**src/rtl/dcp_fifo_pkg.sv**
```systemverilog
// Shared types and constants for the packet-aware Decoupled FIFO (dcp_pkt_fifo).
package dcp_fifo_pkg;

  localparam int CNT_W = 16;

  typedef enum logic [1:0] {
    IDLE = 2'd0,
    PKT  = 2'd1,
    DROP = 2'd2
  } wr_state_e;

  // Stored beat is {pld, last, err}; the struct itself is declared where DATA_WIDTH is known.
  function automatic int beat_w(input int data_w);
    return data_w + 2;
  endfunction

endpackage

```
**src/rtl/dcp_fifo_mem.sv**
```systemverilog
// Flop-array beat store: one write port, one registered read port with write-through bypass.
module dcp_fifo_mem #(
  parameter int DEPTH = 16,
  parameter int WIDTH = 34,
  parameter int AW    = $clog2(DEPTH)
) (
  input  logic             clk,
  input  logic             clr,
  input  logic             we,
  input  logic [AW-1:0]    waddr,
  input  logic [WIDTH-1:0] wdata,
  input  logic             re,
  input  logic [AW-1:0]    raddr,
  output logic [WIDTH-1:0] rdata
);

  logic [WIDTH-1:0] mem_q [DEPTH];
  logic [WIDTH-1:0] rdata_q;
  logic [WIDTH-1:0] rdata_d;

  always_ff @(posedge clk) begin
    if (we) mem_q[waddr] <= wdata;
  end

  // A beat written this cycle may already be the next head, so forward it straight to the output.
  always_comb begin
    rdata_d = rdata_q;
    if (clr) begin
      rdata_d = '0;
    end else if (re) begin
      rdata_d = (we && (waddr == raddr)) ? wdata : mem_q[raddr];
    end
  end

  always_ff @(posedge clk) begin
    rdata_q <= rdata_d;
  end

  assign rdata = rdata_q;

endmodule

```
**src/rtl/dcp_pkt_fifo.sv**
```systemverilog
// Packet-aware FIFO: cut-through or store-and-forward with error/oversize drop by write-pointer rollback.
// Optional packet/drop statistics counters are enabled by defining DCP_FIFO_STATS_EN.
module dcp_pkt_fifo
  import dcp_fifo_pkg::*;
#(
  parameter int DATA_WIDTH = 32,
  parameter int DEPTH      = 16,
  parameter int STORE_FWD  = 1,
  parameter int ADDR_W     = $clog2(DEPTH)
) (
  input  logic                  iClk,
  input  logic                  iRst,
  input  logic                  iFlush,
  input  logic                  iInVld,
  output logic                  oInRdy,
  input  logic [DATA_WIDTH-1:0] iInPld,
  input  logic                  iInLast,
  input  logic                  iInErr,
  output logic                  oOutVld,
  input  logic                  iOutRdy,
  output logic [DATA_WIDTH-1:0] oOutPld,
  output logic                  oOutLast,
  output logic                  oOutErr,
  output logic [ADDR_W:0]       oUsage,
  output logic [1:0]            oDbgWrState
`ifdef DCP_FIFO_STATS_EN
  ,
  output logic [CNT_W-1:0]      oPktCnt,
  output logic [CNT_W-1:0]      oDropCnt
`endif
);

  // Handshake: a beat moves on either side only in a cycle where valid and ready are both high;
  // ready never depends combinationally on valid, and the output side holds steady while stalled.

  localparam int              BW      = beat_w(DATA_WIDTH);
  localparam logic [ADDR_W:0] DEPTH_P = (ADDR_W+1)'(DEPTH);

  typedef struct packed {
    logic [DATA_WIDTH-1:0] pld;
    logic                  last;
    logic                  err;
  } beat_t;

  logic [ADDR_W:0] wr_q, wr_d, cmt_q, cmt_d, rd_q, rd_d;
  wr_state_e       state_q, state_d;
  logic [ADDR_W:0] used, pend;
  logic            full, in_rdy, acc, pop, clr, we, re;
  logic            pkt_done, drop_evt;
  beat_t           wbeat, rbeat;
  logic [BW-1:0]   rdata;

  assign clr    = iRst || iFlush;
  assign used   = wr_q - rd_q;
  assign pend   = wr_q - cmt_q;
  assign full   = (used == DEPTH_P);
  assign in_rdy = (state_q == DROP) || !full;
  assign acc    = iInVld && in_rdy;
  assign pop    = (cmt_q != rd_q) && iOutRdy;

  always_comb begin
    wr_d     = wr_q;
    cmt_d    = cmt_q;
    rd_d     = rd_q;
    state_d  = state_q;
    we       = 1'b0;
    pkt_done = 1'b0;
    drop_evt = 1'b0;
    if (pop) rd_d = rd_q + 1'b1;
    if (STORE_FWD == 0) begin
      if (acc) begin
        we       = 1'b1;
        wr_d     = wr_q + 1'b1;
        pkt_done = iInLast;
      end
      cmt_d = wr_d;
    end else begin
      case (state_q)
        DROP: begin
          if (acc && iInLast) state_d = IDLE;
        end
        default: begin
          // A packet filling the whole store on its own can never commit: abandon it.
          if ((state_q == PKT) && full && (pend == DEPTH_P)) begin
            state_d  = DROP;
            wr_d     = cmt_q;
            drop_evt = 1'b1;
          end else if (acc) begin
            we   = 1'b1;
            wr_d = wr_q + 1'b1;
            if (!iInLast) begin
              state_d = PKT;
            end else begin
              state_d = IDLE;
              if (iInErr) begin
                wr_d     = cmt_q;
                drop_evt = 1'b1;
              end else begin
                cmt_d    = wr_q + 1'b1;
                pkt_done = 1'b1;
              end
            end
          end
        end
      endcase
    end
    if (clr) begin
      wr_d     = '0;
      cmt_d    = '0;
      rd_d     = '0;
      state_d  = IDLE;
      we       = 1'b0;
      pkt_done = 1'b0;
      drop_evt = 1'b0;
    end
  end

  always_ff @(posedge iClk) begin
    wr_q    <= wr_d;
    cmt_q   <= cmt_d;
    rd_q    <= rd_d;
    state_q <= state_d;
  end

  assign re    = (cmt_d != rd_d);
  assign wbeat = '{pld: iInPld, last: iInLast, err: iInErr};

  dcp_fifo_mem #(
    .DEPTH (DEPTH),
    .WIDTH (BW),
    .AW    (ADDR_W)
  ) u_mem (
    .clk   (iClk),
    .clr   (clr),
    .we    (we),
    .waddr (wr_q[ADDR_W-1:0]),
    .wdata (wbeat),
    .re    (re),
    .raddr (rd_d[ADDR_W-1:0]),
    .rdata (rdata)
  );

  assign rbeat       = beat_t'(rdata);
  assign oInRdy      = in_rdy;
  assign oOutVld     = (cmt_q != rd_q);
  assign oOutPld     = rbeat.pld;
  assign oOutLast    = rbeat.last;
  assign oOutErr     = (STORE_FWD == 0) ? rbeat.err : 1'b0;
  assign oUsage      = used;
  assign oDbgWrState = state_q;

`ifdef DCP_FIFO_STATS_EN
  logic [CNT_W-1:0] pkt_cnt_q, pkt_cnt_d, drop_cnt_q, drop_cnt_d;

  // Statistics survive iFlush; only iRst clears them.
  always_comb begin
    pkt_cnt_d  = pkt_cnt_q;
    drop_cnt_d = drop_cnt_q;
    if (pkt_done && (pkt_cnt_q != '1)) pkt_cnt_d = pkt_cnt_q + 1'b1;
    if (drop_evt && (drop_cnt_q != '1)) drop_cnt_d = drop_cnt_q + 1'b1;
    if (iRst) begin
      pkt_cnt_d  = '0;
      drop_cnt_d = '0;
    end
  end

  always_ff @(posedge iClk) begin
    pkt_cnt_q  <= pkt_cnt_d;
    drop_cnt_q <= drop_cnt_d;
  end

  assign oPktCnt  = pkt_cnt_q;
  assign oDropCnt = drop_cnt_q;
`endif

endmodule

```
**config.mk**
```make
export PLATFORM = sky130hd
export DESIGN_NAME = dcp_pkt_fifo
export DESIGN_NICKNAME = d
export VERILOG_FILES = /design/src/rtl/dcp_fifo_pkg.sv /design/src/rtl/dcp_fifo_mem.sv /design/src/rtl/dcp_pkt_fifo.sv
export SDC_FILE = /design/constraint.sdc
export NUM_CORES = 1
export LEC_CHECK = 0
export CAP_MARGIN = 10
export CORE_UTILIZATION = 49
export CTS_CLUSTER_SIZE = 25
export DETAILED_ROUTE_END_ITERATION = 16
export GPL_ROUTABILITY_DRIVEN = 1
export PLACE_DENSITY = 0.62
export SYNTH_ARGS = -nofsm -noshare
export SYNTH_HDL_FRONTEND = slang
export SYNTH_SLANG_ARGS = --single-unit
```
**constraint.sdc**
```tcl
create_clock -name iClk -period 7.2 [get_ports iClk]
set_input_delay 1.44 -clock iClk [delete_from_list [all_inputs] [get_ports iClk]]
set_output_delay 1.44 -clock iClk [all_outputs]
set_load 0.05 [all_outputs]
```
== Word-level counts from Yosys, hierarchy flattened ==
Memories as Yosys holds them, arrays and structs flattened. A register that Yosys moved wholly into a read port is not among the register bits.
Index checks and enable logic that the tools add are counted.

* Bits in latches: 0
* Memory bits (writable): 544
* ROM bits: 0
* Memories kept: 1
* Input port bits: 39
* Word-level logic and storage cells: 51
* Output and inout port bits: 43
* Bits in registers: 17

{| class="wikitable"
|+ Memory list
! memory !! words !! width !! read ports !! clocked after memory_dff !! write ports !! line !! text
|-
| u_mem.mem_q || 16 || 34 || 1 || 1 || 1 || dcp_fifo_mem.sv:17 || <nowiki>logic [WIDTH-1:0] mem_q [DEPTH];</nowiki>
|}

* Order comparisons: 0
* Add/subtract/negate cells: 4
* Div/mod/pow operators: 0
* Multiply operators: 0
* Equal/unequal tests: 7
* Shifts and indexed selects: 0
* Reductions and logical operators: 12
* Bitwise gates (word level): 1
* Multiplexer cells: 22

{| class="wikitable"
|+ Operators with widths
! kind !! number
|-
| 5-bit 2-to-1 mux || 11
|-
| 5-bit by 1-bit adder with 5-bit output (second input constant) || 2
|-
| 5-bit equality test (second input constant) || 2
|-
| 5-bit != test || 2
|-
| 5-bit subtractor || 2
|-
| 2-bit 2-to-1 mux || 4
|-
| 1-bit 2-to-1 mux || 7
|-
| 1-bit logical AND || 5
|-
| 2-bit AND reduction || 2
|-
| 3-bit nonzero test || 1
|-
| 2-bit by 1-bit equality test with 1-bit output (second input constant) || 1
|-
| 2-bit equality test (second input constant) || 1
|-
| 1-bit logical OR || 2
|-
| 2-bit by 1-bit != test with 1-bit output (second input constant) || 1
|-
| 2-bit nonzero test || 1
|-
| 1-bit zero test || 1
|-
| 1-bit inverter || 1
|}

== Depth between registers and ports, before layout ==
Gate-level depths: netlist of run 1.

* Word-level depth: 11
* Gate-level depth with buffers: 15
* Depth with buffers taken out: 13

== By module ==
A second synthesis of run 1 with hierarchy kept.

* Cells, all modules: 1293
* Area total of the unflattened synthesis: 23663.9 sq um

{| class="wikitable"
|+ By module, submodules not included
! module !! instances !! seq. area each (sq um) !! cells an instance !! area each (sq um)
|-
| dcp_fifo_mem || 1 || 17016.3 || 1131 || 22295.1
|-
| dcp_pkt_fifo || 1 || 340.3 || 162 || 1368.8
|}

== Worst setup path after synthesis of run 1 ==
OpenSTA, ideal clock, no wires.

* Path type: register -> register
* Start: register wr_q[0]
* End: memory u_mem.mem_q[1][10], enable pin
* Buffers on the path: 0
* Setup time: 0.464 ns
* Clock period less this slack: 5.253 ns
* Path slack: 1.947 ns
* Required time: 6.736 ns
* Arrival: 4.788 ns
* Cell stages (with the launch flop): 11
* Path through: dfxtp_1 inv_1 ha_1 fa_1 nand2b_1 a21oi_1 xor2_1 inv_1 a31oi_1 nand2_1 nor3_1

* Longest elaborated chain between the ends: 11
* Elaborated cells between the ends (all ways): 15
* Classes of those cells: add/sub: 2; eq/ne: 2; mux: 6; reduce/logical: 5

{| class="wikitable"
|+ RTL lines
! element !! line !! text
|-
| start, declared || dcp_pkt_fifo.sv:45 || <nowiki>logic [ADDR_W:0] wr_q, wr_d, cmt_q, cmt_d, rd_q, rd_d;</nowiki>
|-
| start signal, assigned || dcp_pkt_fifo.sv:119 || <nowiki>wr_q <= wr_d;</nowiki>
|-
| 5-bit subtractor * || dcp_pkt_fifo.sv:54 || <nowiki>assign used = wr_q - rd_q;</nowiki>
|-
| net oUsage[4] || dcp_pkt_fifo.sv:24 || <nowiki>output logic [ADDR_W:0] oUsage,</nowiki>
|-
| 5-bit equality test * || dcp_pkt_fifo.sv:56 || <nowiki>assign full = (used == DEPTH_P);</nowiki>
|-
| 1-bit zero test || dcp_pkt_fifo.sv:57 || <nowiki>assign in_rdy = (state_q == DROP) || !full;</nowiki>
|-
| 1-bit logical OR || dcp_pkt_fifo.sv:57 ||
|-
| 1-bit logical AND || dcp_pkt_fifo.sv:58 || <nowiki>assign acc = iInVld && in_rdy;</nowiki>
|-
| 1-bit 2-to-1 mux || dcp_pkt_fifo.sv:88 || <nowiki>end else if (acc) begin</nowiki>
|-
| 1-bit 2-to-1 mux * || dcp_pkt_fifo.sv:84 || <nowiki>if ((state_q == PKT) && full && (pend == DEPTH_P)) begin</nowiki>
|-
| 1-bit 2-to-1 mux * || dcp_pkt_fifo.sv:78 || <nowiki>case (state_q)</nowiki>
|-
| 1-bit 2-to-1 mux * || dcp_pkt_fifo.sv:107 || <nowiki>if (clr) begin</nowiki>
|-
| 1-bit 2-to-1 mux * || dcp_fifo_mem.sv:22 || <nowiki>if (we) mem_q[waddr] <= wdata;</nowiki>
|-
| 1-bit 2-to-1 mux (not written as such) * || dcp_fifo_mem.sv:22 ||
|-
| end, declared || dcp_fifo_mem.sv:17 ||
|}

Mark *: on every way through the listed nets, which the timed path passes. The rest lies on a longest branch.

== Worst setup path after layout of run 1 ==
* Start: register wr_q[2]
* End: output port oInRdy

* Longest elaborated chain between the ends: 4

{| class="wikitable"
|+ RTL lines
! element !! line !! text
|-
| 5-bit subtractor || dcp_pkt_fifo.sv:54 ||
|-
| 5-bit equality test || dcp_pkt_fifo.sv:56 ||
|-
| 1-bit zero test || dcp_pkt_fifo.sv:57 ||
|-
| 1-bit logical OR || dcp_pkt_fifo.sv:57 ||
|-
| end, declared || dcp_pkt_fifo.sv:15 || <nowiki>output logic oInRdy,</nowiki>
|}

Every way passes these cells.

==> key figures, run 1 <==
Status
  – Run status: complete, no violations

Placed design
  – Worst slack at placement: around 1.8 ns
  – Post-DP Area: 25200 µm²
  – Dpl cells: approximately 2500
  – Port Buffers: 80
  – HPWL Detailed: 32500 µm
  – Final estimated routing congestion in global placement: roughly 0.82

Drt
  – Number of antenna-violating nets in the routed design: 0
  – Via count: 16082
  – WL final: 66200 µm
  – DR iter-0 viols: 1839
  – Routed len/inst: 25.8 µm
  – Vias per inst: between 6 and 7
  – DRC: 0
  – First-pass iteration count of the detailed router: 5

Synth
  – Fraction of registers with async set/reset: 0%
  – Synth warn: 0
  – Post-synthesis cell type count: 60
  – Post-synth top area cell: edfxtp_1
  – Synth top area share: 67.0%
  – Yosys reg bits: 578
  – Cell Area, Synth: around 24000 µm²
  – Synth Instances: approximately 1900
  – Post-synthesis sequential area ratio: between 70% and 80%
  – Mean Syn Cell Area: 12.7 µm²
  – Mapped Nets: 1915
  – Synth area leaders: edfxtp_1 67%, nand2_1 6.6%, dfxtp_1 4.2%
  – Number of flops mapped to enable cells by yosys: about 530
  – Synth Flop Type: edfxtp_1

Clock network
  – Clock Sinks: approximately 580
  – Clock latency on the worst-skew pair: 0.62 ns
  – Worst-path clk slew: 0.06 ns
  – CTS Root Cell: clkbuf_16
  – CTS tree: built
  – Post-CTS setup buffer count: 0
  – CTS buffer count: 57
  – Cts hold-fix bufs: 0
  – Max clock buf depth: 3
  – CTS H-Tree Depth: 2
  – CTS-repair resized insts: 0

Critical path
  – Req. time, crit path: 5.76 ns
  – CP Launch Type: flip-flop
  – CP max FO: 15
  – Crit end category: primary output
  – CP Class: reg -> out
  – Arr. time, crit path: approximately 3.8 ns

Global routing
  – Met1 global-route usage: between 30% and 40%
  – Total track usage: around 27%
  – Initial antenna violation count: 0
  – Total congestion overflow: 0
  – First-pass GRT wire length: 98900 µm
  – Met2 GRT Util: 41.9%
  – Grt peak-use layer: met2
  – Pin count of the biggest net entering global routing: 195
  – Number of global-route vias before repair: 15440
  – GR Util met3: 3.70%

Power
  – Net load switching power: approximately 1.5 mW
  – Clk pwr share: 41.7%
  – Max VDD drop: 165 µV
  – Gate power share: 5.5%
  – Reg power frac: 52.8%
  – P per Cell Area: 259 nW/µm²
  – LEAKAGE: 9.12 nW
  – P_int: 5.48 mW
  – Total power: 7.00 mW
  – Sw Share: 21.7%

Floorplan
  – Core Area: about 48000 µm²
  – Top Ports: 82
  – Die area: 49200 µm²
  – Die H: 222 µm
  – Row cnt: 80
  – Initial Util: 49.7%
  – Die width: 222 µm

STA
  – Skew final: between 0.015 and 0.02 ns
  – Final hold slack: 0.472 ns
  – Max_slew headroom: approximately 17%
  – RSZ-0062 raised after global routing: no
  – Final hold viol count: 0
  – PnR worst setup slack: approximately 2.0 ns
  – Setup TNS: 0 ns
  – Slew @ Worst Pin: 1.24 ns
  – Fmax: 0.192 GHz
  – Setup violations, final: 0
  – Max Slew Vio Count: 0
  – Post-route minimum period: approximately 5.2 ns
  – Final period utilization: 72.2%

Layout
  – Finished Core Util: 56.7%
  – N_diodes: 0
  – NumNets Final: between 1500 and 2000
  – Fin cells: ~2600
  – Most common cell after layout, fill and taps aside: edfxtp_1
  – Final instance area: 27000 µm²
  – Most frequent cells in the layout: 528 x edfxtp_1, 414 x nand2_1, 173 x nand3_1
  – Layout cells sized above 1: 7.73%
  – Area grow syn2layout: 14.1%

Min path
  – Worst Hold Class: reg -> reg

Job
  – Max-cap violations: 0
## sequential cells by signal, summed over array words and instances, names as in the netlist
signal and flops:
cmt_q 5, oDbgWrState 2, rd_q 5, u_mem.mem_q 528, u_mem.rdata 33, wr_q 5
## power by group through the flow
stage | sequential, mW | combinational (mW) | clock [mW]
2_1_floorplan | 3.79 | 0.176 | 0
3_3_place_gp | 3.76 | 0.378 | 0
3_5_place_dp | 3.76 | 0.383 | 0
4_1_cts | 3.69 | 0.384 | 2.96
5_1_grt | 3.69 | 0.412 | 3.08
6_report | 3.69 | 0.386 | 2.92
## cell families (layout without fill, tap and decap cells)
group / Yosys count / count (layout) / synth area share [%]
compound gates: 292 / 292 / 9.42
xor+xnor: 23 / 23 / 0.883
fa+ha+maj: 14 / 14 / 0.772
buf+inv: 147 / 239 / 2.48
flops: 578 / 578 / 71.2
mux: 10 / 10 / 0.434
other cells: 1 / 1 / 0.0158
simple gates: 797 / 797 / 14.8
## layout make-up
cell class	count	area [µm²]
Clock buffer	85	1620
Clock inverter	21	200
Fill cell	3826	20600
Inverter	18	70.1
Multi-Input combinational cell	1137	6410
Sequential cell	578	16900
Tap cell	615	769
Timing Repair Buffer	115	1080
## critical path, cell delays in order, from the launching register on
cell,delay [ns]
dfxtp_1,0.77
ha_1,0.40
nor2_1,0.11
a21oi_1,0.05
xnor2_1,0.32
inv_1,0.16
nor3_1,0.51
nand2_1,0.10
clkdlybuf4s50_1,0.71
## synth_stat cells, types with 2 or more instances
library cell / count
buf_2: 10
inv_2: 2
o311ai_0: 2
o21ai_0: 10
a31oi_1: 73
and4b_1: 2
xor2_1: 8
dfxtp_1: 50
clkbuf_1: 107
a21oi_1: 14
a311oi_1: 66
nor2b_1: 3
a211oi_1: 69
xnor2_1: 14
buf_4: 2
a32o_1: 31
ha_1: 13
nand2_1: 417
buf_6: 2
a32oi_1: 2
nor3_1: 12
a22oi_1: 5
and3_1: 67
buf_1: 8
nand2b_1: 7
o211ai_1: 5
or4_1: 2
nor4_1: 2
nor2_1: 104
inv_1: 16
nand3_1: 173
edfxtp_1: 528
mux2_2: 2
mux2i_1: 8
## final timing paths
path                                                   from                     endpoint  slack (ns)  depth (start not counted)
worst max-delay path                   wr_q[2]$_SDFFE_PN0P_                       oInRdy        2.00                          8
worst min-delay path            u_mem.rdata[9]$_SDFFE_PN0P_  u_mem.rdata[9]$_SDFFE_PN0P_        0.47                          1
worst min register to register  u_mem.rdata[9]$_SDFFE_PN0P_  u_mem.rdata[9]$_SDFFE_PN0P_        0.47                          1
worst max register to register         wr_q[0]$_SDFFE_PN0P_  u_mem.rdata[7]$_SDFFE_PN0P_        2.42                         14
## per-layer routing
layer  share of wire [%]  vias to the layer above  routed length (µm)
met5                   0                        -                   0
met4                 2.1                        0                1380
met3                 8.6                      107                5670
met2                  46                      815               30500
met1                  43                     8057               28600
li1                    -                     7103                   -
(Power assumes the default switching activity.)
==> run 2, diff against run 1 <==
Settings changed: PLACE_DENSITY 0.62 to 0.65.
Clock period 7.2 ns to 4.49 ns, I/O delays scaled along.
==> run 2 against run 1 <==
Compared with the run above: global-route usage fell by 0.29 points; clock skew fell by 0.0011 ns; utilization grew 0.96 points; largest power group unchanged; highest routed layer is now met5; final cell count is 1.3% higher; largest cell class unchanged; via count increased by 1.0%.
==> key figures, run 2 (synthesis gave the netlist of run 1 again) <==
STA
  – Final period utilization: 94.2%
  – Setup violations, final: 0 (unchanged)
  – Final hold viol count: 0 (unchanged)
  – Max_slew headroom: 23.9% (+6.5 points)
  – Setup TNS: 0 ns (unchanged)
  – Fmax: 0.237 GHz
  – PnR worst setup slack: 0.262 ns (-1.74 ns)
  – Slew @ Worst Pin: 1.14 ns (-0.0969 ns)
  – Skew final: 0.0169 ns (-0.00105 ns)
  – Max Slew Vio Count: 0 (unchanged)
  – RSZ-0062 raised after global routing: no
  – Post-route minimum period: 4.23 ns

Critical path
  – CP most frequent cell: inv_1
  – Slowest-stage cell, CP: clkdlybuf4s50_1
  – Worst R2R Path Depth: 14 (unchanged)
  – CP max FO: 6 (-9)
  – CP Class: reg -> out
  – CP max stage delay: 0.73 ns (-0.04 ns)
  – CP Launch Type: flip-flop
  – Crit end category: primary output
  – CP Cell Sequence: inv_1, ha_1, fa_1, nand2b_1, a21oi_1, xor2_1, inv_1, clkdlybuf4s50_1
  – Arr. time, crit path: 3.33 ns (-0.43 ns)
  – Req. time, crit path: 3.59 ns (-2.17 ns)

Drt
  – Number of antenna-violating nets in the routed design: 0 (unchanged)
  – Vias per inst: 6.24 (-0.25%)
  – WL final: 65700 µm (-0.70%)
  – First-pass iteration count of the detailed router: 6 (+1)
  – Routed len/inst: 25.3 µm (-2.0%)
  – DR iter-0 viols: 1928 (+4.8%)
  – Via count: 16248 (+1.0%)
  – DRC: 0 (unchanged)

Floorplan
  – Die H: 222 µm (unchanged)
  – Initial Util: 49.7% (unchanged)
  – Core Area: 47600 µm² (unchanged)
  – Die width: 222 µm (unchanged)
  – Die area: 49200 µm² (unchanged)
  – Top Ports: 82 (unchanged)
  – Row cnt: 80 (unchanged)

Layout
  – Area grow syn2layout: 16.0%
  – NumNets Final: 1991 (+1.6%)
  – Biggest register: u_mem.mem_q
  – Max reg flops: 528 (unchanged)
  – Most common cell after layout, fill and taps aside: edfxtp_1
  – Layout cells sized above 1: 9.62% (+1.9 points)
  – Most frequent cells in the layout: 528 x edfxtp_1, 414 x nand2_1, 173 x nand3_1

Power
  – P per Cell Area: 405 nW/µm² (+56%)
  – LEAKAGE: 9.30 nW (+2.0%)
  – Max VDD drop: 308 µV (+87%)

Clock network
  – CTS buffer count: 57 (unchanged)
  – Worst-path clk slew: 0.06 ns (about the same)
  – Cts hold-fix bufs: 0 (unchanged)
  – Post-CTS setup buffer count: 0 (unchanged)
  – CTS H-Tree Depth: 2 (unchanged)
  – Clock Sinks: 578 (unchanged)
  – CTS Root Cell: clkbuf_16
  – CTS tree: built
  – Clock latency on the worst-skew pair: 0.62 ns (about the same)
  – Max clock buf depth: 3 (unchanged)

Global routing
  – Total track usage: 26.7% (-0.29 points)
  – First-pass GRT wire length: 98100 µm (-0.88%)
  – Total congestion overflow: 0 (unchanged)
  – Initial antenna violation count: 2 (+2)
  – Pin count of the biggest net entering global routing: 140 (-28%)
  – Number of global-route vias before repair: 15460 (+0.13%)

Placed design
  – HPWL Detailed: 33300 µm (+2.5%)
  – Worst slack at placement: 0.480 ns (-1.28 ns)
  – Final estimated routing congestion in global placement: 0.831 (+1.1%)
  – Port Buffers: 80 (unchanged)

Status
  – Run status: complete, no violations

Job
  – Max-cap violations: 0 (unchanged)

Min path
  – WHS Path Cells: 1 (unchanged)
  – Worst Hold Class: reg -> reg
[run 2: cell types whose count changed in the layout (fill, tap and decap cells not counted), moves of 2 or more]
cell,change
inv_6,+2
clkbuf_16,-2
nor3_2,-5
clkbuf_1,-7
buf_4,+11
clkinvlp_4,+4
nor3_4,+5
clkbuf_8,-3
clkinv_2,+8
buf_12,+20
[run 2: timing repair]
action / 4_1_cts / 5_1_grt
setup endpoints to repair: 0 / 1
resized for setup: 0 / 1
hold endpoints to repair: 0 / 0
[run 2: through the flow]
step	power (mW)	utilization, %	hold slack, ns	cell area (µm²)	instances
global route	11.4	57.6	0.518	27500	2601
floorplan	6.36	-	0.478	23700	1862
detailed placement	6.68	53.9	0.480	25700	2494
CTS	11.2	57.6	0.499	27500	2601
finish	11.1	57.6	0.491	27500	2602
global placement	6.67	53.9	0.476	25700	2494
[run 2: layout make-up]
| class | count | area (µm²) |
|---|---|---|
| clock inverter | 34 | 263 |
| fill | 3803 | 20200 |
| inverter | 18 | 70.1 |
| tap | 615 | 769 |
| clock buffer | 73 | 1510 |
| timing repair buffer | 146 | 1560 |
| sequential | 578 | 16900 |
| antenna | 1 | 2.50 |
| multi-input combinational | 1137 | 6430 |
[run 2: final timing paths]
kind	startpoint	slack [ns]	to
setup / recovery	wr_q[0]$_SDFFE_PN0P_	0.26	oUsage[4]
hold / removal	u_mem.rdata[32]$_SDFFE_PN0P_	0.49	u_mem.rdata[32]$_SDFFE_PN0P_
hold reg to reg	u_mem.rdata[32]$_SDFFE_PN0P_	0.49	u_mem.rdata[32]$_SDFFE_PN0P_
setup reg to reg	wr_q[0]$_SDFFE_PN0P_	0.36	u_mem.rdata[33]$_SDFFE_PN0P_
[run 2: worst max-delay path: cells and delay by family (launching register included)]
family,cells,cell delay [ns]
AO/OA/AOI/OAI,1,0.15
XOR/XNOR,1,0.33
adder cells (fa/ha/maj),2,0.62
buffers and inverters,3,1.01
flip-flops,1,0.45
AND/OR/NAND/NOR,1,0.16
[run 2: per-layer routing]
layer | wire [µm] | GRT usage, %
met4 | 1790 | 9.05
met3 | 5970 | 3.67
met2 | 30500 | 41.6
met1 | 27500 | 38.7
met5 | 25 | 0
[run 2: where the power goes]
group	total, mW	leakage (nW)	switching (mW)	internal (mW)
registers	5.92	5.15	0.0230	5.90
logic	0.653	3.28	0.461	0.192
clock network	4.55	0.861	2.00	2.55
